==> config.mk <==
export PLATFORM = sky130hd
export DESIGN_NAME = mips_multicycle_control_flat
export DESIGN_NICKNAME = d
export VERILOG_FILES = /design/src/rtl/mips_multicycle_control_if.sv /design/src/rtl/mips_multicycle_control.sv /design/src/flat_wrapper.sv
export SDC_FILE = /design/constraint.sdc
export NUM_CORES = 1
export LEC_CHECK = 0
export CORE_MARGIN = 2
export CORE_UTILIZATION = 43
export CTS_BUF_LIST = sky130_fd_sc_hd__clkbuf_8
export CTS_CLUSTER_SIZE = 8
export DETAILED_ROUTE_END_ITERATION = 16
export PLACE_DENSITY = 0.78
export SLEW_MARGIN = 20
export SYNTH_ARGS = -nofsm -noshare
export SYNTH_HDL_FRONTEND = slang
export SYNTH_SLANG_ARGS = --single-unit
==> constraint.sdc <==
create_clock -name clk -period 2 [get_ports clk]
set_clock_uncertainty 0.2 [all_clocks]
set_input_delay 0.2 -clock clk [delete_from_list [all_inputs] [get_ports clk]]
set_output_delay 0.2 -clock clk [all_outputs]
set_load 0.02 [all_outputs]
==> src/rtl/mips_multicycle_control_if.sv <==
// Memory handshake bus between the multicycle control FSM and the memory port.
// Rev 1.0 - initial release.
`default_nettype none

interface mips_multicycle_control_if;
  logic mem_req;
  logic mem_ready;
  logic IorD;
  logic MemWrite;

  modport master (
    output mem_req,
    output IorD,
    output MemWrite,
    input  mem_ready
  );

  modport slave (
    input  mem_req,
    input  IorD,
    input  MemWrite,
    output mem_ready
  );
endinterface

`default_nettype wire

==> src/rtl/mips_multicycle_control.sv <==
// Multicycle MIPS main control FSM: fetch/decode/execute/memory/write-back sequencing.
// Optional feature macro: CTRL_BNE_EN (adds bne through the BRANCH state). Rev 1.0.
`default_nettype none

module mips_multicycle_control (
  input  wire logic                 clk,
  input  wire logic                 rst,
  input  wire logic [5:0]           opcode,
  input  wire logic [5:0]           funct,
  mips_multicycle_control_if.master mem,
  output logic                      IRWrite,
  output logic                      RegWrite,
  output logic                      RegDst,
  output logic                      MemtoReg,
  output logic                      ALUSrcA,
  output logic [1:0]                ALUSrcB,
  output logic [1:0]                ALUOp,
  output logic [1:0]                PCSrc,
  output logic                      PCWrite,
  output logic                      Branch,
  output logic                      BranchNe,
  output logic                      illegal_op,
  output logic [3:0]                state
);

  localparam logic [5:0] OP_RTYPE = 6'b000000;
  localparam logic [5:0] OP_J     = 6'b000010;
  localparam logic [5:0] OP_BEQ   = 6'b000100;
  localparam logic [5:0] OP_BNE   = 6'b000101;
  localparam logic [5:0] OP_ADDI  = 6'b001000;
  localparam logic [5:0] OP_LW    = 6'b100011;
  localparam logic [5:0] OP_SW    = 6'b101011;
  localparam logic [5:0] FN_JR    = 6'b001000;

  typedef enum logic [3:0] {
    S_FETCH   = 4'd0,
    S_DECODE  = 4'd1,
    S_MEMADR  = 4'd2,
    S_MEMRD   = 4'd3,
    S_MEMWB   = 4'd4,
    S_MEMWR   = 4'd5,
    S_EXECUTE = 4'd6,
    S_ALUWB   = 4'd7,
    S_JR      = 4'd8,
    S_BRANCH  = 4'd9,
    S_ADDIEX  = 4'd10,
    S_ADDIWB  = 4'd11,
    S_JUMP    = 4'd12
  } state_e;

  typedef struct packed {
    logic       mem_req;
    logic       ior_d;
    logic       mem_write;
    logic       reg_write;
    logic       reg_dst;
    logic       mem_to_reg;
    logic       alu_src_a;
    logic [1:0] alu_src_b;
    logic [1:0] alu_op;
    logic [1:0] pc_src;
    logic       pc_write;
    logic       branch;
    logic       branch_ne;
  } ctrl_t;

  // Moore decode; FETCH's IRWrite/PCWrite are added combinationally from mem_ready.
  function automatic ctrl_t decode(state_e s, logic bne);
    ctrl_t c;
    c = '0;
    case (s)
      S_FETCH: begin
        c.mem_req   = 1'b1;
        c.alu_src_b = 2'b01;
      end
      S_DECODE: c.alu_src_b = 2'b11;
      S_MEMADR: begin
        c.alu_src_a = 1'b1;
        c.alu_src_b = 2'b10;
      end
      S_MEMRD: begin
        c.mem_req = 1'b1;
        c.ior_d   = 1'b1;
      end
      S_MEMWB: begin
        c.reg_write  = 1'b1;
        c.mem_to_reg = 1'b1;
      end
      S_MEMWR: begin
        c.mem_req   = 1'b1;
        c.ior_d     = 1'b1;
        c.mem_write = 1'b1;
      end
      S_EXECUTE: begin
        c.alu_src_a = 1'b1;
        c.alu_op    = 2'b10;
      end
      S_ALUWB: begin
        c.reg_dst   = 1'b1;
        c.reg_write = 1'b1;
      end
      S_JR: begin
        c.alu_src_a = 1'b1;
        c.alu_op    = 2'b10;
        c.pc_write  = 1'b1;
      end
      S_BRANCH: begin
        c.alu_src_a = 1'b1;
        c.alu_op    = 2'b01;
        c.pc_src    = 2'b01;
        c.branch    = ~bne;
        c.branch_ne = bne;
      end
      S_ADDIEX: begin
        c.alu_src_a = 1'b1;
        c.alu_src_b = 2'b10;
      end
      S_ADDIWB: c.reg_write = 1'b1;
      S_JUMP: begin
        c.pc_src   = 2'b10;
        c.pc_write = 1'b1;
      end
      default: c = '0;
    endcase
    return c;
  endfunction

  state_e state_q, state_d;
  ctrl_t  ctrl_q, ctrl_d;
  logic   illegal_d;
  logic   is_bne;

  always_comb begin
`ifdef CTRL_BNE_EN
    is_bne = (opcode == OP_BNE);
`else
    is_bne = 1'b0;
`endif
  end

  always_comb begin
    state_d   = state_q;
    illegal_d = 1'b0;
    case (state_q)
      S_FETCH:   if (mem.mem_ready) state_d = S_DECODE;
      S_DECODE: begin
        case (opcode)
          OP_LW, OP_SW: state_d = S_MEMADR;
          OP_RTYPE:     state_d = (funct == FN_JR) ? S_JR : S_EXECUTE;
          OP_BEQ:       state_d = S_BRANCH;
`ifdef CTRL_BNE_EN
          OP_BNE:       state_d = S_BRANCH;
`endif
          OP_ADDI:      state_d = S_ADDIEX;
          OP_J:         state_d = S_JUMP;
          default: begin
            state_d   = S_FETCH;
            illegal_d = 1'b1;
          end
        endcase
      end
      S_MEMADR:  state_d = (opcode == OP_SW) ? S_MEMWR : S_MEMRD;
      S_MEMRD:   if (mem.mem_ready) state_d = S_MEMWB;
      S_MEMWR:   if (mem.mem_ready) state_d = S_FETCH;
      S_EXECUTE: state_d = S_ALUWB;
      S_ADDIEX:  state_d = S_ADDIWB;
      default:   state_d = S_FETCH;
    endcase
    // Opcode is already stable when leaving DECODE, so BRANCH's flavour can be registered.
    ctrl_d = decode(state_d, is_bne);
  end

  always_ff @(posedge clk or negedge rst) begin
    if (!rst) begin
      state_q <= S_FETCH;
      ctrl_q  <= decode(S_FETCH, 1'b0);
    end else begin
      state_q <= state_d;
      ctrl_q  <= ctrl_d;
    end
  end

  assign mem.mem_req  = ctrl_q.mem_req;
  assign mem.IorD     = ctrl_q.ior_d;
  assign mem.MemWrite = ctrl_q.mem_write;
  assign IRWrite      = (state_q == S_FETCH) & mem.mem_ready;
  assign PCWrite      = ctrl_q.pc_write | IRWrite;
  assign RegWrite     = ctrl_q.reg_write;
  assign RegDst       = ctrl_q.reg_dst;
  assign MemtoReg     = ctrl_q.mem_to_reg;
  assign ALUSrcA      = ctrl_q.alu_src_a;
  assign ALUSrcB      = ctrl_q.alu_src_b;
  assign ALUOp        = ctrl_q.alu_op;
  assign PCSrc        = ctrl_q.pc_src;
  assign Branch       = ctrl_q.branch;
  assign BranchNe     = ctrl_q.branch_ne;
  assign illegal_op   = illegal_d;
  assign state        = state_q;

endmodule

`default_nettype wire

==> src/flat_wrapper.sv <==
// flat-port wrapper written by rule: the top's interface ports become plain ports
module mips_multicycle_control_flat 
  (clk, rst, opcode, funct, IRWrite, RegWrite, RegDst, MemtoReg, ALUSrcA, ALUSrcB, ALUOp, PCSrc, PCWrite, Branch, BranchNe, illegal_op, state, mem_mem_req, mem_IorD, mem_MemWrite, mem_mem_ready);
  mips_multicycle_control_if mem_i ();
  input  wire logic clk;
  input  wire logic rst;
  input  wire logic [5:0] opcode;
  input  wire logic [5:0] funct;
  output logic IRWrite;
  output logic RegWrite;
  output logic RegDst;
  output logic MemtoReg;
  output logic ALUSrcA;
  output logic [1:0] ALUSrcB;
  output logic [1:0] ALUOp;
  output logic [1:0] PCSrc;
  output logic PCWrite;
  output logic Branch;
  output logic BranchNe;
  output logic illegal_op;
  output logic [3:0] state;
  output wire logic [$bits(mem_i.mem_req)-1:0] mem_mem_req;
  output wire logic [$bits(mem_i.IorD)-1:0] mem_IorD;
  output wire logic [$bits(mem_i.MemWrite)-1:0] mem_MemWrite;
  input wire logic [$bits(mem_i.mem_ready)-1:0] mem_mem_ready;
  assign mem_mem_req = mem_i.mem_req;
  assign mem_IorD = mem_i.IorD;
  assign mem_MemWrite = mem_i.MemWrite;
  assign mem_i.mem_ready = mem_mem_ready;
  mips_multicycle_control u_core (.clk(clk), .rst(rst), .opcode(opcode), .funct(funct), .mem(mem_i), .IRWrite(IRWrite), .RegWrite(RegWrite), .RegDst(RegDst), .MemtoReg(MemtoReg), .ALUSrcA(ALUSrcA), .ALUSrcB(ALUSrcB), .ALUOp(ALUOp), .PCSrc(PCSrc), .PCWrite(PCWrite), .Branch(Branch), .BranchNe(BranchNe), .illegal_op(illegal_op), .state(state));
endmodule
==> flow_metrics.tcl <==
set metrics [dict create \
    violations "negative setup slack" \
    track_usage_pct 21.8 \
    syn_nets 127 \
    cts.sinks 18 \
    critical_path.startpoint "u_core.state[1]$_DFF_PN0_" \
    areaGrowthSynthToFinish_pct 68.7 \
    min_path_type "input pin to async pin" \
    syn_avg_cell_area_um2 10.3 \
    io_buffers 35 \
    cts_buffers 3 \
    max_freq_mhz 468 \
    die_area_um2 3110 \
    ff2ff_path_depth 6 \
    die_width_um 55.8 \
    cp_data_arrival_time_ps 2070 \
    rows 18 \
    cts_buffer_depth 2 \
    critical_path.cell_chain "nor4b_4 > o311ai_4 > buf_4 > o21ai_4 > nand3b_1 > o21ai_1" \
    muxShareOfSynthArea_pct 0 \
    placed_cell_area_um2 1700 \
    synth-simple-area-share_pct 29.4 \
    cts_hold_buf 0 \
    worstPathMaxFanout 5 \
    synth_flop_cell "dfrtp_1" \
    synthArstFlopShare_pct 100 \
    setup_viol 7 \
    num_vias 1193 \
    ys_seq_elements 18 \
    fin_util_pct 77.8 \
    fin_crit_sh_pct 107 \
    initial_core_util_pct 46.1 \
    ir_drop_mv 0.564 \
    cp_slowest_cell "dfrtp_2" \
    grt.overflow.total 0 \
    ys_types 47 \
    status "complete, but fails checks" \
    reg2reg_from "u_core.state[1]$_DFF_PN0_" \
    globalplace.congestion 0.811 \
    worstSetupStartpointType "flip-flop" \
    first_iter_violations 22 \
    finalInstanceArea_um2 1950 \
    drc 0 \
    io_pins 37 \
    leakage_nw 0.868 \
    wl_per_cell_um 17.5 \
    fin_crit_ps 2140 \
    clk_pin_slew_ps 70 \
    synth_edf_count 0 \
    yosysSeqAreaShare_pct 39.3 \
    synth_top_family_by_area "simple AND/OR/NAND/NOR gates" \
    routed_wl_um 3740 \
    critPathRequiredTime_ps 1930 \
    cts_root_buf "clkbuf_8" \
    vias_per_cell 5.60 \
    synth-xor-area-share_pct 0.759 \
    final_cell_mix "39 x buf_4, 25 x clkdlybuf4s50_1, 12 x dfrtp_1" \
    synth_area_um2 1150 \
    cp-end-kind "flip-flop" \
    stdcell_count 213 \
    dp_cells 196 \
    finalHoldViolCount 0 \
    nets 199 \
    htreeDepth 1 \
    setup_slack_ps -136 \
    grt_max_degree 19 \
    drv_cap 0 \
    drive_gt1_share_pct 48.1 \
    antenna_cells 0 \
    cpPeakStageDelay_ps 470 \
    rsz0062_at_grt "yes" \
    synth_compound_gate_area_share_pct 19.8 \
    yosys.area_share.adder_pct 0 \
    clk-insertion-delay-late_ps 260 \
    cts_tree "yes" \
    dr.pass1.iters 4 \
    syn_inst 112 \
    die_height_um 55.8 \
    critPathKind "flip-flop to flip-flop" \
    ys_warn_count 0 \
    final_common_cell "buf_4" \
    ant_nets 0 \
    hpwl_um 2390 \
    power_per_cell_area_nw_per_um2 444 \
    grt_pass1_wl_um 5250 \
    slew_violations 0 \
    grt_pass1_vias 1175 \
    fin_setup_tns_ps -541 \
    coreArea_um2 2500 \
    antenna_found_initial 0 \
]
==> critical path: cells and delay by family (launching register included) <==
family	cells	cell delay [ps]
AOI/OAI and AO/OA	3	530
DFF	1	470
and+or+nand+nor	2	610
buffers and inverters	1	200
==> cell families (layout without fill, tap and decap cells) <==
group / count (synthesis) / count (layout)
AO/OA/AOI/OAI: 27 / 27
XOR/XNOR: 1 / 1
buffers and inverters: 19 / 90
flip-flops: 18 / 18
other: 1 / 1
AND/OR/NAND/NOR: 46 / 46
==> cell usage after synthesis, drive strengths merged (3+ instances only) <==
library cell | count | area (um2)
a21oi | 6 | 33.8
buf | 14 | 101
dfrtp | 16 | 400
inv | 5 | 18.8
nand2 | 4 | 15.0
nand2b | 4 | 25.0
nor2 | 6 | 25.0
nor3 | 9 | 55.1
nor4 | 3 | 25.0
nor4b | 4 | 50.1
o21a | 3 | 22.5
o21ai | 8 | 51.3
==> final cells by class <==
type	count	area, um2
repair buffers	81	701
multi-input cells	75	683
fillers	157	554
flip-flops and latches	18	458
clock buffers	3	41.3
well taps	30	37.5
inverters	5	21.3
clock inverters	1	3.75
==> sequential cells by signal (all words and copies together) (netlist names) <==
signal	cells
u_core.RegDst	1
u_core.Branch	1
u_core.mem.mem_req	1
u_core.ALUOp	2
u_core.ALUSrcB	2
u_core.ALUSrcA	1
u_core.RegWrite	1
u_core.MemtoReg	1
u_core.ctrl_q	1
u_core.PCSrc	1
u_core.state	4
u_core.mem.MemWrite	1
u_core.mem.IorD	1
==> metrics by stage <==
step           worst slack, ps  total power, mW  hold slack (ps)
3_5_place_dp              -471            0.578              359
6_report                  -136            0.863             71.8
3_3_place_gp              -408            0.570              347
4_1_cts                  -81.5            0.844             83.7
2_1_floorplan            -25.7            0.477             -296
5_1_grt                   -200            0.890             97.6
==> final timing paths <==
check                                               endpoint  slack (ps)
worst max-delay path               u_core.mem.IorD$_DFF_PN0_        -140
worst min-delay path             u_core.ALUSrcB[1]$_DFF_PN0_          70
worst max register to register     u_core.mem.IorD$_DFF_PN0_        -140
worst min register to register     u_core.MemtoReg$_DFF_PN0_         540
max in group asynchronous       u_core.mem.mem_req$_DFF_PN1_        1260
min in group clk                   u_core.ALUOp[0]$_DFF_PN0_         360
==> report_power, final <==
group / leakage, nW / switching (mW) / internal [mW] / total (mW)
Clock: 0.0269 / 0.128 / 0.137 / 0.265
Combinational: 0.606 / 0.108 / 0.113 / 0.220
Sequential: 0.235 / 0.00517 / 0.373 / 0.378
==> layer usage <==
layer  global-route usage (%)  vias to the layer above  share of wire, %
met5                        0                        -                 0
met4                     11.1                        0               3.6
met3                     2.56                       12               4.0
met2                     41.0                       45                54
met1                     23.8                      592                38
li1                         -                      544                 -
==> repair_timing <==
item,CTS,global route
setup buffers,6,7
pin swaps,13,9
setup endpoints to repair,11,13
resized for setup,35,17
Note: power is estimated with default switching activity, not from simulation.
